[src/rtl/cluster_tx_scheduler.sv]
// Cluster TX scheduler: captures the 8 sorted clusters each BX, queues non-empty frames, serializes one cluster per clock.
// Latency: 2 edges from bx_strobe to tx_valid when the FIFO is empty and the serializer is idle.
// Backpressure: tx_ready low holds tx_data/tx_last; a full frame FIFO drops new frames and counts them in overflow_cnt.
// Build option: CLUSTER_SCHED_EMPTY_FRAME_EN queues empty crossings and emits one {3'd0,11'h7FF} word for each.
module cluster_tx_scheduler #(
   parameter int MXCLSTBITS   = 14,
   parameter int MXADRBITS    = 11,
   parameter int MXCLUSTERS   = 8,
   parameter int FIFO_DEPTH   = 8,
   parameter int FIFO_ADRBITS = 3
) (
   input  logic                             clock4x,
   input  logic                             global_reset_n,
   input  logic                             bx_strobe,
   input  logic [MXCLUSTERS*MXCLSTBITS-1:0] cluster_in,
   input  logic                             ttc_resync,
   input  logic                             tx_ready,
   output logic                             tx_valid,
   output logic [MXCLSTBITS-1:0]            tx_data,
   output logic                             tx_last,
   output logic [FIFO_ADRBITS:0]            fifo_count,
   output logic                             overflow,
   output logic [15:0]                      overflow_cnt
);

   localparam int NVW     = $clog2(MXCLUSTERS + 1);
   localparam int IDXW    = $clog2(MXCLUSTERS);
   localparam int CLW     = MXCLUSTERS * MXCLSTBITS;
   localparam int FRAME_W = CLW + NVW;
   localparam logic [MXADRBITS-1:0]  ADR_LIMIT  = MXADRBITS'(1536);
   localparam logic [MXCLSTBITS-1:0] EMPTY_WORD = MXCLSTBITS'(11'h7FF);

   typedef enum logic {IDLE, SEND} state_t;

   state_t                  state_q;
   logic [FRAME_W-1:0]      mem_q [FIFO_DEPTH];
   logic [FIFO_ADRBITS-1:0] wr_ptr_q, rd_ptr_q;
   logic [FIFO_ADRBITS:0]   cnt_q, cnt_d;
   logic [CLW-1:0]          cur_q;
   logic [NVW-1:0]          cur_n_q;
   logic [IDXW-1:0]         idx_q, idx_nxt;
   logic                    tx_valid_q, tx_last_q;
   logic [MXCLSTBITS-1:0]   tx_data_q;
   logic                    overflow_q;
   logic [15:0]             overflow_cnt_q;

   logic [NVW-1:0]          nvalid;
   logic                    run;
   logic                    frame_ok, wr_req, full, empty, wr_en, drop;
   logic                    last_xfer, adv, pop;
   logic [FRAME_W-1:0]      head;
   logic [NVW-1:0]          head_n;

   // Leading-valid count: stop at the first cluster with an out-of-range address.
   always_comb begin
      nvalid = '0;
      run    = 1'b1;
      for (int k = 0; k < MXCLUSTERS; k++) begin
         if (run && (cluster_in[k*MXCLSTBITS +: MXADRBITS] < ADR_LIMIT))
            nvalid = nvalid + NVW'(1);
         else
            run = 1'b0;
      end
   end

`ifdef CLUSTER_SCHED_EMPTY_FRAME_EN
   assign frame_ok = 1'b1;
`else
   assign frame_ok = (nvalid != '0);
`endif

   // Fullness is taken from the registered count, so a same-edge pop never rescues a frame.
   assign wr_req    = bx_strobe && !ttc_resync && frame_ok;
   assign full      = (cnt_q == (FIFO_ADRBITS+1)'(FIFO_DEPTH));
   assign empty     = (cnt_q == '0);
   assign wr_en     = wr_req && !full;
   assign drop      = wr_req && full;
   assign head      = mem_q[rd_ptr_q];
   assign head_n    = head[FRAME_W-1 -: NVW];
   assign last_xfer = (state_q == SEND) && tx_ready && tx_last_q;
   assign adv       = (state_q == SEND) && tx_ready && !tx_last_q;
   assign pop       = !ttc_resync && !empty && ((state_q == IDLE) || last_xfer);
   assign idx_nxt   = idx_q + IDXW'(1);

   // Occupancy: simultaneous write and pop leave the count unchanged.
   always_comb begin
      cnt_d = cnt_q;
      if (wr_en && !pop)
         cnt_d = cnt_q + (FIFO_ADRBITS+1)'(1);
      else if (!wr_en && pop)
         cnt_d = cnt_q - (FIFO_ADRBITS+1)'(1);
   end

   // Frame storage; contents need no reset because the pointers qualify them.
   always_ff @(posedge clock4x) begin
      if (wr_en)
         mem_q[wr_ptr_q] <= {nvalid, cluster_in};
   end

   // FIFO pointers and count; resync flushes everything queued.
   always_ff @(posedge clock4x or negedge global_reset_n) begin
      if (!global_reset_n) begin
         wr_ptr_q <= '0;
         rd_ptr_q <= '0;
         cnt_q    <= '0;
      end else if (ttc_resync) begin
         wr_ptr_q <= '0;
         rd_ptr_q <= '0;
         cnt_q    <= '0;
      end else begin
         if (wr_en) wr_ptr_q <= wr_ptr_q + FIFO_ADRBITS'(1);
         if (pop)   rd_ptr_q <= rd_ptr_q + FIFO_ADRBITS'(1);
         cnt_q <= cnt_d;
      end
   end

   // Serializer FSM with registered word outputs; a last-word handshake chains straight into the next frame.
   always_ff @(posedge clock4x or negedge global_reset_n) begin
      if (!global_reset_n) begin
         state_q    <= IDLE;
         tx_valid_q <= 1'b0;
         tx_data_q  <= '0;
         tx_last_q  <= 1'b0;
         cur_q      <= '0;
         cur_n_q    <= '0;
         idx_q      <= '0;
      end else if (ttc_resync) begin
         state_q    <= IDLE;
         tx_valid_q <= 1'b0;
         tx_last_q  <= 1'b0;
      end else if (pop) begin
         state_q    <= SEND;
         tx_valid_q <= 1'b1;
         cur_q      <= head[CLW-1:0];
         cur_n_q    <= head_n;
         idx_q      <= '0;
         // An empty frame only exists with the empty-frame build option; it carries a fixed marker word.
         tx_data_q  <= (head_n == '0) ? EMPTY_WORD : head[MXCLSTBITS-1:0];
         tx_last_q  <= (head_n <= NVW'(1));
      end else if (adv) begin
         idx_q      <= idx_nxt;
         tx_data_q  <= cur_q[idx_nxt*MXCLSTBITS +: MXCLSTBITS];
         tx_last_q  <= ((NVW'(idx_nxt) + NVW'(1)) == cur_n_q);
      end else if (last_xfer) begin
         state_q    <= IDLE;
         tx_valid_q <= 1'b0;
         tx_last_q  <= 1'b0;
      end
   end

   // Drop accounting: one-cycle pulse per dropped frame and a saturating counter.
   always_ff @(posedge clock4x or negedge global_reset_n) begin
      if (!global_reset_n) begin
         overflow_q     <= 1'b0;
         overflow_cnt_q <= '0;
      end else if (ttc_resync) begin
         overflow_q     <= 1'b0;
         overflow_cnt_q <= '0;
      end else begin
         overflow_q <= drop;
         if (drop && (overflow_cnt_q != 16'hFFFF))
            overflow_cnt_q <= overflow_cnt_q + 16'd1;
      end
   end

   assign tx_valid     = tx_valid_q;
   assign tx_data      = tx_data_q;
   assign tx_last      = tx_last_q;
   assign fifo_count   = cnt_q;
   assign overflow     = overflow_q;
   assign overflow_cnt = overflow_cnt_q;

endmodule

[config.mk]
export PLATFORM = sky130hd
export DESIGN_NAME = cluster_tx_scheduler
export DESIGN_NICKNAME = d
export VERILOG_FILES = /design/src/rtl/cluster_tx_scheduler.sv
export SDC_FILE = /design/constraint.sdc
export NUM_CORES = 1
export LEC_CHECK = 0
export CAP_MARGIN = 20
export CORE_MARGIN = 8
export CORE_UTILIZATION = 55
export CTS_CLUSTER_SIZE = 12
export DETAILED_ROUTE_END_ITERATION = 12
export PLACE_DENSITY = 0.83
export SYNTH_ARGS = -nofsm -noshare
export SYNTH_HDL_FRONTEND = slang
export SYNTH_SLANG_ARGS = --single-unit
[constraint.sdc]
create_clock -name clock4x -period 12.8 [get_ports clock4x]
set_clock_uncertainty 0.2 [all_clocks]
set_input_delay 2.56 -clock clock4x [delete_from_list [all_inputs] [get_ports clock4x]]
set_output_delay 2.56 -clock clock4x [all_outputs]
set_load 0.01 [all_outputs]
; Word-level counts from Yosys, hierarchy flattened
; Memory sizes are Yosys's and may differ from the RTL's.
; Cells that the tools add are included.
[op_classes]
add_sub_neg = 14
n_mul = 1
div = 0
magnitude_cmp = 9
n_eq_ne = 4
shift = 1
muxes = 39
bitwise_logic = 2
n_reduce_logical = 39
[op_table]
columns = cell, count
row1 = $shiftx 112x8->14, 1
row2 = $lt 11x11->1 const B, 8
row3 = $mux 14, 3
row4 = $mux 4, 9
row5 = $mux 16, 2
row6 = $add 4x1->4 const B, 7
row7 = $logic_and 1x1->1, 19
row8 = $mux 1, 18
row9 = $mux 3, 6
row10 = $add 16x1->16 const B, 1
row11 = $ne 16x16->1 const B, 1
row12 = $add 3x1->3 const B, 3
row13 = $logic_not 4->1, 2
row14 = $reduce_bool 2->1, 4
row15 = $reduce_bool 4->1, 2
row16 = $logic_not 1->1, 6
row17 = $mul 3x3->6 const B, 1
row18 = $reduce_and 2->1, 3
row19 = $reduce_bool 3->1, 2
row20 = $add 3x1->4 const B, 1
row21 = $eq 4x4->1, 1
row22 = $eq 4x4->1 const B, 1
row23 = $le 4x1->1 const B, 1
row24 = $sub 4x1->4 const B, 1
row25 = 5 further kinds, 6
[totals]
ff_bits = 162
latch_bits = 0
ram_bits = 928
romBits = 0
input_bits = 117
word_cells = 121
n_memories = 1
[memory_table]
columns = name, words, width, rd, rd_clocked_by_memory_dff, write_ports, line
row1 = mem_q, 8, 116, 1, 0, 1, 36  ; logic [FRAME_W-1:0] mem_q [FIFO_DEPTH];

; Longest topological paths before layout
; Gate-level depths: netlist of the first run.
[logic_depth]
word_depth = 24
mapped_depth = 24

; Worst setup path before layout of the first run
; Ideal clock, no wire load.
[synth_path]
kind = in2reg
from = input port cluster_in[24]
to = memory mem_q[2][0] in the netlist's numbering, enable pin
setup_time_ps = 917
t_arrival_ps = 17339
required_ps = 11683
slack_ps = -5656
cell_stages = 17
path_cell_list = a22oi_2 > buf_2 > ha_1 > o21a_1 > ha_1 > nand2_1 > o21ai_0 > a21boi_0 > ha_1 > a21bo_2 > a21oi_1 > mux2i_1 > xnor2_1 > nand3_1 > o211ai_2 > buf_6 > nor4b_1
[synth_via]
elab_chain_cells = 20
elab_cells_between_ends = 32
cone_classes = add/sub: 6 / order compare: 1 / mux: 15 / reduce/logical: 10
[synth_lines]
columns = item, line
row1 = start: declaration, 15  ; input logic [MXCLUSTERS*MXCLSTBITS-1:0] cluster_in,
row2 = $lt 11x11->1 *, 59  ; if (run && (cluster_in[k*MXCLSTBITS +: MXADRBITS] < ADR_LIMIT))
row3 = $logic_and 1x1->1 *, 59
row4 = $mux 2 / $mux 1 (equally long branches), 59
row5 = $add 4x1->4 / $logic_and 1x1->1 (equally long branches), "60, 59"
row6 = $mux 4 / $mux 1 (equally long branches), 59
row7 = $add 4x1->4 / $logic_and 1x1->1 (equally long branches), "60, 59"
row8 = $mux 4 / $mux 1 (equally long branches), 59
row9 = $add 4x1->4 / $logic_and 1x1->1 (equally long branches), "60, 59"
row10 = [4 not listed], --
row11 = $mux 4 / $mux 1 (equally long branches), 59
row12 = $add 4x1->4 / $logic_and 1x1->1 (equally long branches), "60, 59"
row13 = $mux 4 *, 59
row14 = $reduce_bool 4->1 *, 69  ; assign frame_ok = (nvalid != '0);
row15 = $logic_and 1x1->1 *, 73  ; assign wr_req = bx_strobe && !ttc_resync && frame_ok;
row16 = $logic_and 1x1->1 *, 76  ; assign wr_en = wr_req && !full;
row17 = $mux 1 *, 96  ; if (wr_en)
row18 = $mux 1 (implied by the code) *, 97  ; mem_q[wr_ptr_q] <= {nvalid, cluster_in};
row19 = end: declaration, 36
; Every way passes the cells marked *; elsewhere a longest branch is shown, timed or not.

; Final worst setup path of the first run
[layout_path]
from = input port cluster_in[24]
to = memory mem_q[3][98] in the netlist's numbering, enable pin
; The elaborated chain is that of the path after synthesis.

==> metrics list, run 1 <==
* NumNets Final: 2433
- Static timing analysis puts the maximum clock frequency at 0.1077 GHz.
- Inserted Clock Buffers: 105
- Synthesis inferred 1090 register bits.
- Wirelength per Cell: 28.80 um
- Result of the run: finished clean
- Number of distinct library cells after synthesis: 58
- After global routing the overflow that remains totals 0.
- After floorplanning, the core was divided into 102 placement rows.
- The H-tree was split into 3 levels.
- Top Ports: 154
* Launching element type of the critical path: input port
- Capture endpoint of the worst hold path: cur_q[64]
* Post-synthesis share of cell area spent on full adders, half adders and majority gates: 0.3719%
- Dividing total power by cell area gives a power density of 198.4 nW/um2.
* Cell at the root of the clock tree: clkbuf_16
- Share of layout cells above drive strength 1: 18.46%
* Critical path start-end classification: in2reg
* Reg-to-reg setup timing slack: 8660 ps
* Largest net degree at the start of global routing: 122
- Share of synthesized cell area in and, or, nand and nor gates: 2.689%
- Part of the total power dissipated in combinational logic: 23.8%
* Leakage Power: 15.51 nW
- In this run the tool buffered the top-level ports with 153 buffer cells.
* Die area: 86210 um2
* Worst reg2reg path startpoint: rd_ptr_q[1]
- Crit Reg-Reg Endpoint: cur_q[58]
- The startpoint identified for the worst hold timing path is cur_q[64].
- Required time of the worst setup path: 12880 ps
- The first global-routing pass estimated 148000 um of wire.
- Clk pwr share: 30.2%
* Overall fraction of global-route tracks in use: 22.99%
- The filler cells instantiated in the layout total 4947.
- Setup total negative slack on the finished layout was measured at 0 ps.
* Maximum fanout encountered on the critical timing path: 102
- Hold violation total from the final report: 0
- In this design, the stage delay of the slowest critical-path cell is 880 ps.
- In the post-route analysis, the smallest setup slack over all paths is 3515 ps.
* Critical-path cell list: clkdlybuf4s50_1 > a22oi_2 > ha_1 > o21a_1 > ha_1 > nand2_1 > o21ai_0 > a21boi_0 > ha_1 > a21bo_2 > a21oi_1 > mux2i_1 > xnor2_1 > nand3_1 > o211ai_2 > or2_2 > nor3b_4 > buf_12
* Pre-Repair DR Iteration Count: 6
* Routed vias/inst: 6.317
- DIE WIDTH: 293.6 um
- Clock latency on the worst-skew pair, taken at its later pin, is 670 ps.
- Worst-case clock buffer depth: 3
- Of the total power, registers draw 46.0%.
- Post-synthesis compound-gate area fraction: 3.212%
- The area growth from synthesis to layout is 14.29%.
* Clock tree from TritonCTS: done
- Net switching is 28.75% of the power.
* Net Count, Synth: 2260
- The die is 293.6 um tall.
- The mapped netlist covers 42390 um2.
- Setup slack at placement: 2941 ps
* Starting density of the core: 55.17%
* Iteration-0 DRC count of the detailed router: 2730
- The library cell used most frequently in the layout, excluding fill and tap cells, is edfxtp_1.
- Number of instances in the synthesized netlist: 2131
* Via count of the first global-routing pass: 22810
- Setup violations remaining at the end of the flow were counted as 0.
* RSZ-0062 raised after global routing: false
* Total number of clock tree sinks: 1090
* Transition at the pin with the smallest max-transition slack: 1209 ps
- PostCTS Resize Cnt: 0
- Post-Route WL: 99200 um
- For this design, the CTS-stage hold fixing added 0 buffers.
* Drt drc: 0
- Portion of the post-synthesis area used by sequential elements: 75.31%
- Main synth FF type: edfxtp_1
- Commonest non-fill, non-tap cells in the layout: edfxtp_1, mux4_2, nand2_1, dfrtp_1, clkdlybuf4s50_1
* Mean instance size in the synthesized netlist: 19.89 um2
- Detailed-route via count: 21760
- Post-synth EDFFs: 928
* Core footprint: 76830 um2
- The final critical path takes up 72.54% of the cycle.
- The final-report max-slew violation count was 0.
- The number of cells on the worst reg-to-reg path is 5.
- Hold/Removal Path Class: reg2reg
* Critical path's slowest cell: nor3b_4
- Async set or reset register ratio after synthesis: 14.86%
- Clock transition at the register clock pins on the worst setup and hold paths after CTS: 60 ps
- Cell count of the worst hold path: 2
- Max-cap check violation count: 0
* Crit path time final: 9285 ps
* Post-detailed-route count of antenna-violating nets: 0
- Internal Dissipation: 6.846 mW
- Portion of netlist area occupied by mux cells: 16.79%
- Cell with the most instances on the worst path: ha_1
- At the end of routability-driven placement, the weighted congestion stood at 0.8111.
* Arrival time of the worst setup path: 9360 ps
- Across the VDD grid, the largest voltage drop is 0.2475 mV.
- Once the clock tree was built, the setup fixing pass inserted 0 buffers.
- Warnings, synthesis: 0
* Net switching power: 2.763 mW
* Combinational family with the most area after synthesis: multiplexers
* Xor/xnor share of the synthesized area: 0.3040%
* Worst max-slew margin expressed relative to the limit: 18.54%
- Detail Placement HPWL: 53170 um
- Number of antenna violations at the first check in global routing: 11
* Endpoint kind of the worst setup timing path: register
-- worst max-delay path, delay by kind of cell --
kind | cells | cell delay [ps]
AOI/OAI and AO/OA | 7 | 2120
buffers and inverters | 2 | 1230
and+or+nand+nor | 4 | 1860
adders and majority gates | 3 | 1080
xor gates and xnor gates | 1 | 110
muxes | 1 | 250
-- cells in the mapped netlist, drive strengths merged, types with 2 or more instances --
| master | instances | area (um2) |
|---|---|---|
| o21ai | 135 | 679.4 |
| nor4 | 5 | 37.53 |
| ha | 11 | 137.6 |
| nor2 | 20 | 75.07 |
| a211oi | 12 | 90.09 |
| dfrtp | 162 | 4054 |
| o22ai | 2 | 12.51 |
| nor4b | 2 | 17.52 |
| and2 | 4 | 25.02 |
| nor3b | 2 | 15.01 |
| nand3 | 8 | 40.04 |
| a21o | 4 | 30.03 |
| xor2 | 6 | 60.06 |
| mux2i | 125 | 1251 |
| and3 | 8 | 50.05 |
| a22oi | 3 | 37.54 |
| a22o | 2 | 17.52 |
| o31a | 3 | 26.28 |
| o311a | 3 | 30.03 |
| nor3 | 9 | 45.04 |
| buf | 43 | 207.7 |
| xnor2 | 7 | 68.82 |
| a21boi | 3 | 22.52 |
| and4 | 2 | 17.52 |
| or3 | 9 | 56.30 |
| a21oi | 36 | 180.2 |
| o21a | 5 | 37.54 |
| inv | 18 | 67.56 |
| or4 | 3 | 22.52 |
| o31ai | 3 | 22.52 |
| edfxtp | 928 | 27870 |
| o211ai | 4 | 45.05 |
| a31oi | 12 | 75.07 |
| clkbuf | 75 | 281.5 |
| nand4 | 9 | 56.30 |
| nor2b | 2 | 12.51 |
| nand2 | 175 | 656.9 |
| mux4 | 260 | 5856 |
-- cell families (layout without fill, tap and decap cells) --
logic type,Yosys count,in the layout
compound gates,233,233
flops,1090,1090
buf+inv,137,400
fa+ha+maj,12,12
simple gates,260,260
mux,386,386
xor+xnor,13,13
other cells,0,10
-- flip-flops by register name, summed over array words and instances, names as in the netlist --
| register | flops |
|---|---|
| cur_q | 112 |
| mem_q | 928 |
| fifo_count | 4 |
| rd_ptr_q | 3 |
| overflow_cnt | 16 |
| wr_ptr_q | 3 |
| overflow | 1 |
| tx_data | 14 |
| idx_q | 3 |
| tx_last | 1 |
| cur_n_q | 4 |
| tx_valid | 1 |
-- layer usage --
metal,global-route usage [%],up-vias,routed length [um]
met5,0,-,40
met4,7.782,6,2698
met3,5.430,164,9194
met2,38.12,1221,49450
met1,30.14,11380,37810
li1,-,8984,-
-- stage by stage --
stage	hold slack, ps	cells	total power [mW]	instance area, um2	util [%]
final	278.1	3444	9.609	48440	63.05
after global routing	296.8	3439	9.958	48430	63.04
after CTS	278.0	3429	9.631	48310	62.88
after detailed placement	265.4	3232	6.701	45140	58.76
after global placement	255.7	3232	6.610	45140	58.76
after floorplan	244.2	2131	5.957	42430	-
-- power by group through the flow --
stage	clock (mW)	combinational [mW]	sequential [mW]
after floorplan	0	1.63	4.33
after global placement	0	2.15	4.46
after detailed placement	0	2.23	4.48
after CTS	2.93	2.29	4.42
after global routing	3.06	2.45	4.45
final	2.90	2.29	4.42
-- worst max-delay path by stage --
stage	from	to	slack (ps)	cells past startpoint
floorplan	cluster_in[24]	mem_q[2][0]	210	17
global placement	cluster_in[23]	mem_q[1][74]	3300	18
detailed placement	cluster_in[24]	mem_q[1][102]	2940	18
CTS	cluster_in[23]	mem_q[1][77]	3580	18
global route	cluster_in[24]	mem_q[3][83]	3310	17
finish	cluster_in[24]	mem_q[3][98]	3520	18
-- area by class of cell --
| cell class | instances | area (um2) | share of cell area (%) |
|---|---|---|---|
| flip-flops and latches | 1090 | 31930 | 65.92 |
| repair buffers | 184 | 1926 | 3.975 |
| multi-input cells | 904 | 10020 | 20.69 |
| diodes | 10 | 25.02 | 0.05166 |
| clock inverters | 11 | 161.4 | 0.3332 |
| inverters | 19 | 71.32 | 0.1472 |
| well taps | 1040 | 1301 | 2.686 |
| clock buffers | 186 | 3004 | 6.201 |
Power figures use the tool's default switching activity.
==> inputs of run 2 (changes only) <==
- CORE_UTILIZATION: 55 -> 61
- PLACE_DENSITY: 0.83 -> 0.87
- clock period: 12.8 -> 9.54 ns (I/O delays scaled with it)
==> run 2 against run 1 <==
The run now ends with design-rule violations left; clock-buffer cell count rose by 3; worst setup slack got worse by 3000 ps; global-route usage rose by 3.5 points; utilization rose by 7.2 points; cell area fell by 0.43%; clock power rose by 34%; hold slack improved by 29 ps; wire length rose by 14%; critical path depth did not move; register-to-register slack got worse by 3300 ps; sequential power rose by 34%; critical endpoint is now mem_q[3][32].
==> metrics list, run 2 (synthesis results as in run 1) <==
- Once detail routing completed, the nets flagged for antenna violations numbered 0.
- After clock tree synthesis, the flow added hold-fix buffers numbering 0.
* DIE WIDTH: 279.6 um
* Commonest non-fill, non-tap cells in the layout: edfxtp_1, mux4_2, nand2_1, dfrtp_1, clkdlybuf4s50_1
- After detailed routing, the total wire length is 113200 um.
- Failing checks: design-rule violations
* Arrival time of the worst setup path: 9130 ps
- Routability-driven placement finished with a final weighted congestion of 0.8441.
* Endpoint kind of the worst setup timing path: register
- The first routing iteration left 4206 violations.
* NumNets Final: 2437
* RSZ-0062 raised after global routing: false
- After routing, the total negative slack on setup checks comes to 0 ps.
- Of the total power, the clock network draws 29.7%.
- VDD sags by at most 0.1722 mV.
* Floorplan row count: 96
- Dividing the detail-routed wire length by the instance count gives 33.94 um.
* Largest net degree at the start of global routing: 123
* Routed vias/inst: 7.057
- In this run the post-CTS setup repair buffer count came out at 0.
- The number of hold-slack violations in the final timing report was 0.
- Via count of the first global-routing pass: 23470
- The critical path goes through clkdlybuf4s50_1 > a22oi_2 > ha_1 > o21a_1 > ha_1 > nand2_1 > o21ai_0 > a21boi_0 > ha_1 > a21bo_2 > a21oi_1 > mux2i_1 > xnor2_1 > nand3_1 > o211ai_2 > or2_2 > nor3b_4 > buf_4.
* Critical path startpoint: cluster_in[24]
- After clock tree synthesis, the clock-pin slew on the worst setup and hold paths is 60 ps.
- Path length in cells of the critical path: 18
- Worst-case clock buffer depth: 3
- Hold/Removal Path Class: reg2reg
- PostCTS Resize Cnt: 0
- Register with the most flip-flops: mem_q
- Number of buffers inserted by port buffering: 153
* Level count of the clock H-tree: 3
- Critical path's slowest cell: a22oi_2
- Starting density of the core: 61.69%
- Summed over all cells, the static leakage comes to 15.48 nW.
- Crit Reg-Reg Endpoint: cur_q[36]
* Cell count of the worst hold path: 2
- Across every metal layer, demand over resource in global routing totals 26.53%.
- The register with the most flip-flops in the layout has 928 of them.
* Core footprint: 68710 um2
* Delay contributed by the slowest stage of the critical path: 810 ps
- Share of layout cells above drive strength 1: 18.52%
* Final Cycle Share: 94.98%
* Origin of the worst min-delay path: cur_q[33]
* Crit path time final: 9061 ps
- Clock Latency Late Sink: 670 ps
- The first global-routing pass estimated 154200 um of wire.
- Dividing total power by cell area gives a power density of 272.5 nW/um2.
- FMAX: 0.1104 GHz
- The worst hold path terminates at cur_q[33].
- Proportion of power drawn by flip-flops and latches: 45.2%
- Top Ports: 154
- Number of antenna violations at the first check in global routing: 10
- Launching element type of the critical path: input port
- Of all nets on the critical path, the largest fanout is 47.
* Total number of clock tree sinks: 1090
- Buf+Inv Stages, Crit Path: 2
- Transition at the pin with the smallest max-transition slack: 1219 ps
- The die covers 78180 um2.
- Leftover overflow at the end of global routing: 0
- The tool flagged a number of max-cap violations equal to 0.
- Cell with the most instances on the worst path: ha_1
- Including well taps, the total number of placed cells is 3131.
- Pre-Repair DR Iteration Count: 11
- Cell at the root of the clock tree: clkbuf_16
- The final-report max-slew violation count is 0.
- Length in cells of the worst reg-to-reg path: 5
* Drt drc: 2
- Net switching is 30.34% of the power.
- Required time of the worst setup path: 9610 ps
- Share of the core filled with cells in the final layout: 70.21%
- Part of the total power dissipated in combinational logic: 25.2%
* Internal Dissipation: 9.157 mW
* Reg-to-reg setup timing slack: 5360 ps
* Net switching power: 3.989 mW
- Filler-free cell count of the finished design: 3335
- The library cell used most frequently in the layout, excluding fill and tap cells, is edfxtp_1.
* Detail Placement HPWL: 53980 um
- The cell family contributing the most delay on the critical path is compound AO/OA/AOI/OAI gates.
* Clock tree from TritonCTS: done
- Critical path start-end classification: in2reg
* Detailed-route via count: 23540
* DIE HEIGHT: 279.6 um
- Inserted Clock Buffers: 104
* Worst max-slew margin expressed relative to the limit: 18.75%
- Setup violations remaining at the end of the flow were counted as 0.
* Result of the run: finished with violations
- Area Growth Syn to Fin: 13.80%
- In this run the critical register-to-register path is launched from rd_ptr_q[0].
[run 2: per-stage QoR]
| stage | power (mW) | hold slack, ps | setup WS [ps] | area [um2] |
|---|---|---|---|---|
| final | 13.15 | 306.9 | 479.0 | 48240 |
| after global routing | 13.50 | 316.0 | 327.4 | 48230 |
| after CTS | 12.93 | 285.2 | 1347 | 48170 |
| after detailed placement | 8.994 | 268.0 | 1204 | 45070 |
| after global placement | 8.844 | 257.0 | 1504 | 45070 |
| after floorplan | 7.988 | 244.2 | -1084 | 42450 |
[run 2: area by class of cell]
cell class	instances	area, um2
clock inverters	7	50.05
clock buffers	189	3045
inverters	19	71.32
flip-flops and latches	1090	31930
diodes	6	15.01
multi-input cells	904	10010
well taps	931	1165
repair buffers	189	1943
fillers	3799	20470
[run 2: per-layer routing]
layer  GRT usage, %  part of all wire, %
met4          11.07                  4.9
met2          42.74                   49
met5              0                0.048
met1          35.37                   34
met3          5.949                   12
[run 2: power groups by stage]
stage                     sequential [mW]  combinational (mW)  clock (mW)
final                                5.94                3.31        3.90
after global placement               5.92                2.92           0
after global routing                 5.95                3.47        4.08
after CTS                            5.89                3.19        3.85
after detailed placement             5.95                3.04           0
after floorplan                      5.80                2.19           0
[run 2: worst min-delay path: stages (launching register included)]
cell	delay [ps]
dfrtp_1	350
nand2_1	50
o21ai_0	70
[run 2: worst max path at each step]
stage | end | slack (ps)
global placement | mem_q[3][53] | 1500
detailed placement | mem_q[3][53] | 1200
floorplan | mem_q[7][0] | -1080
global route | mem_q[3][32] | 330
CTS | mem_q[3][32] | 1350
finish | mem_q[3][32] | 480
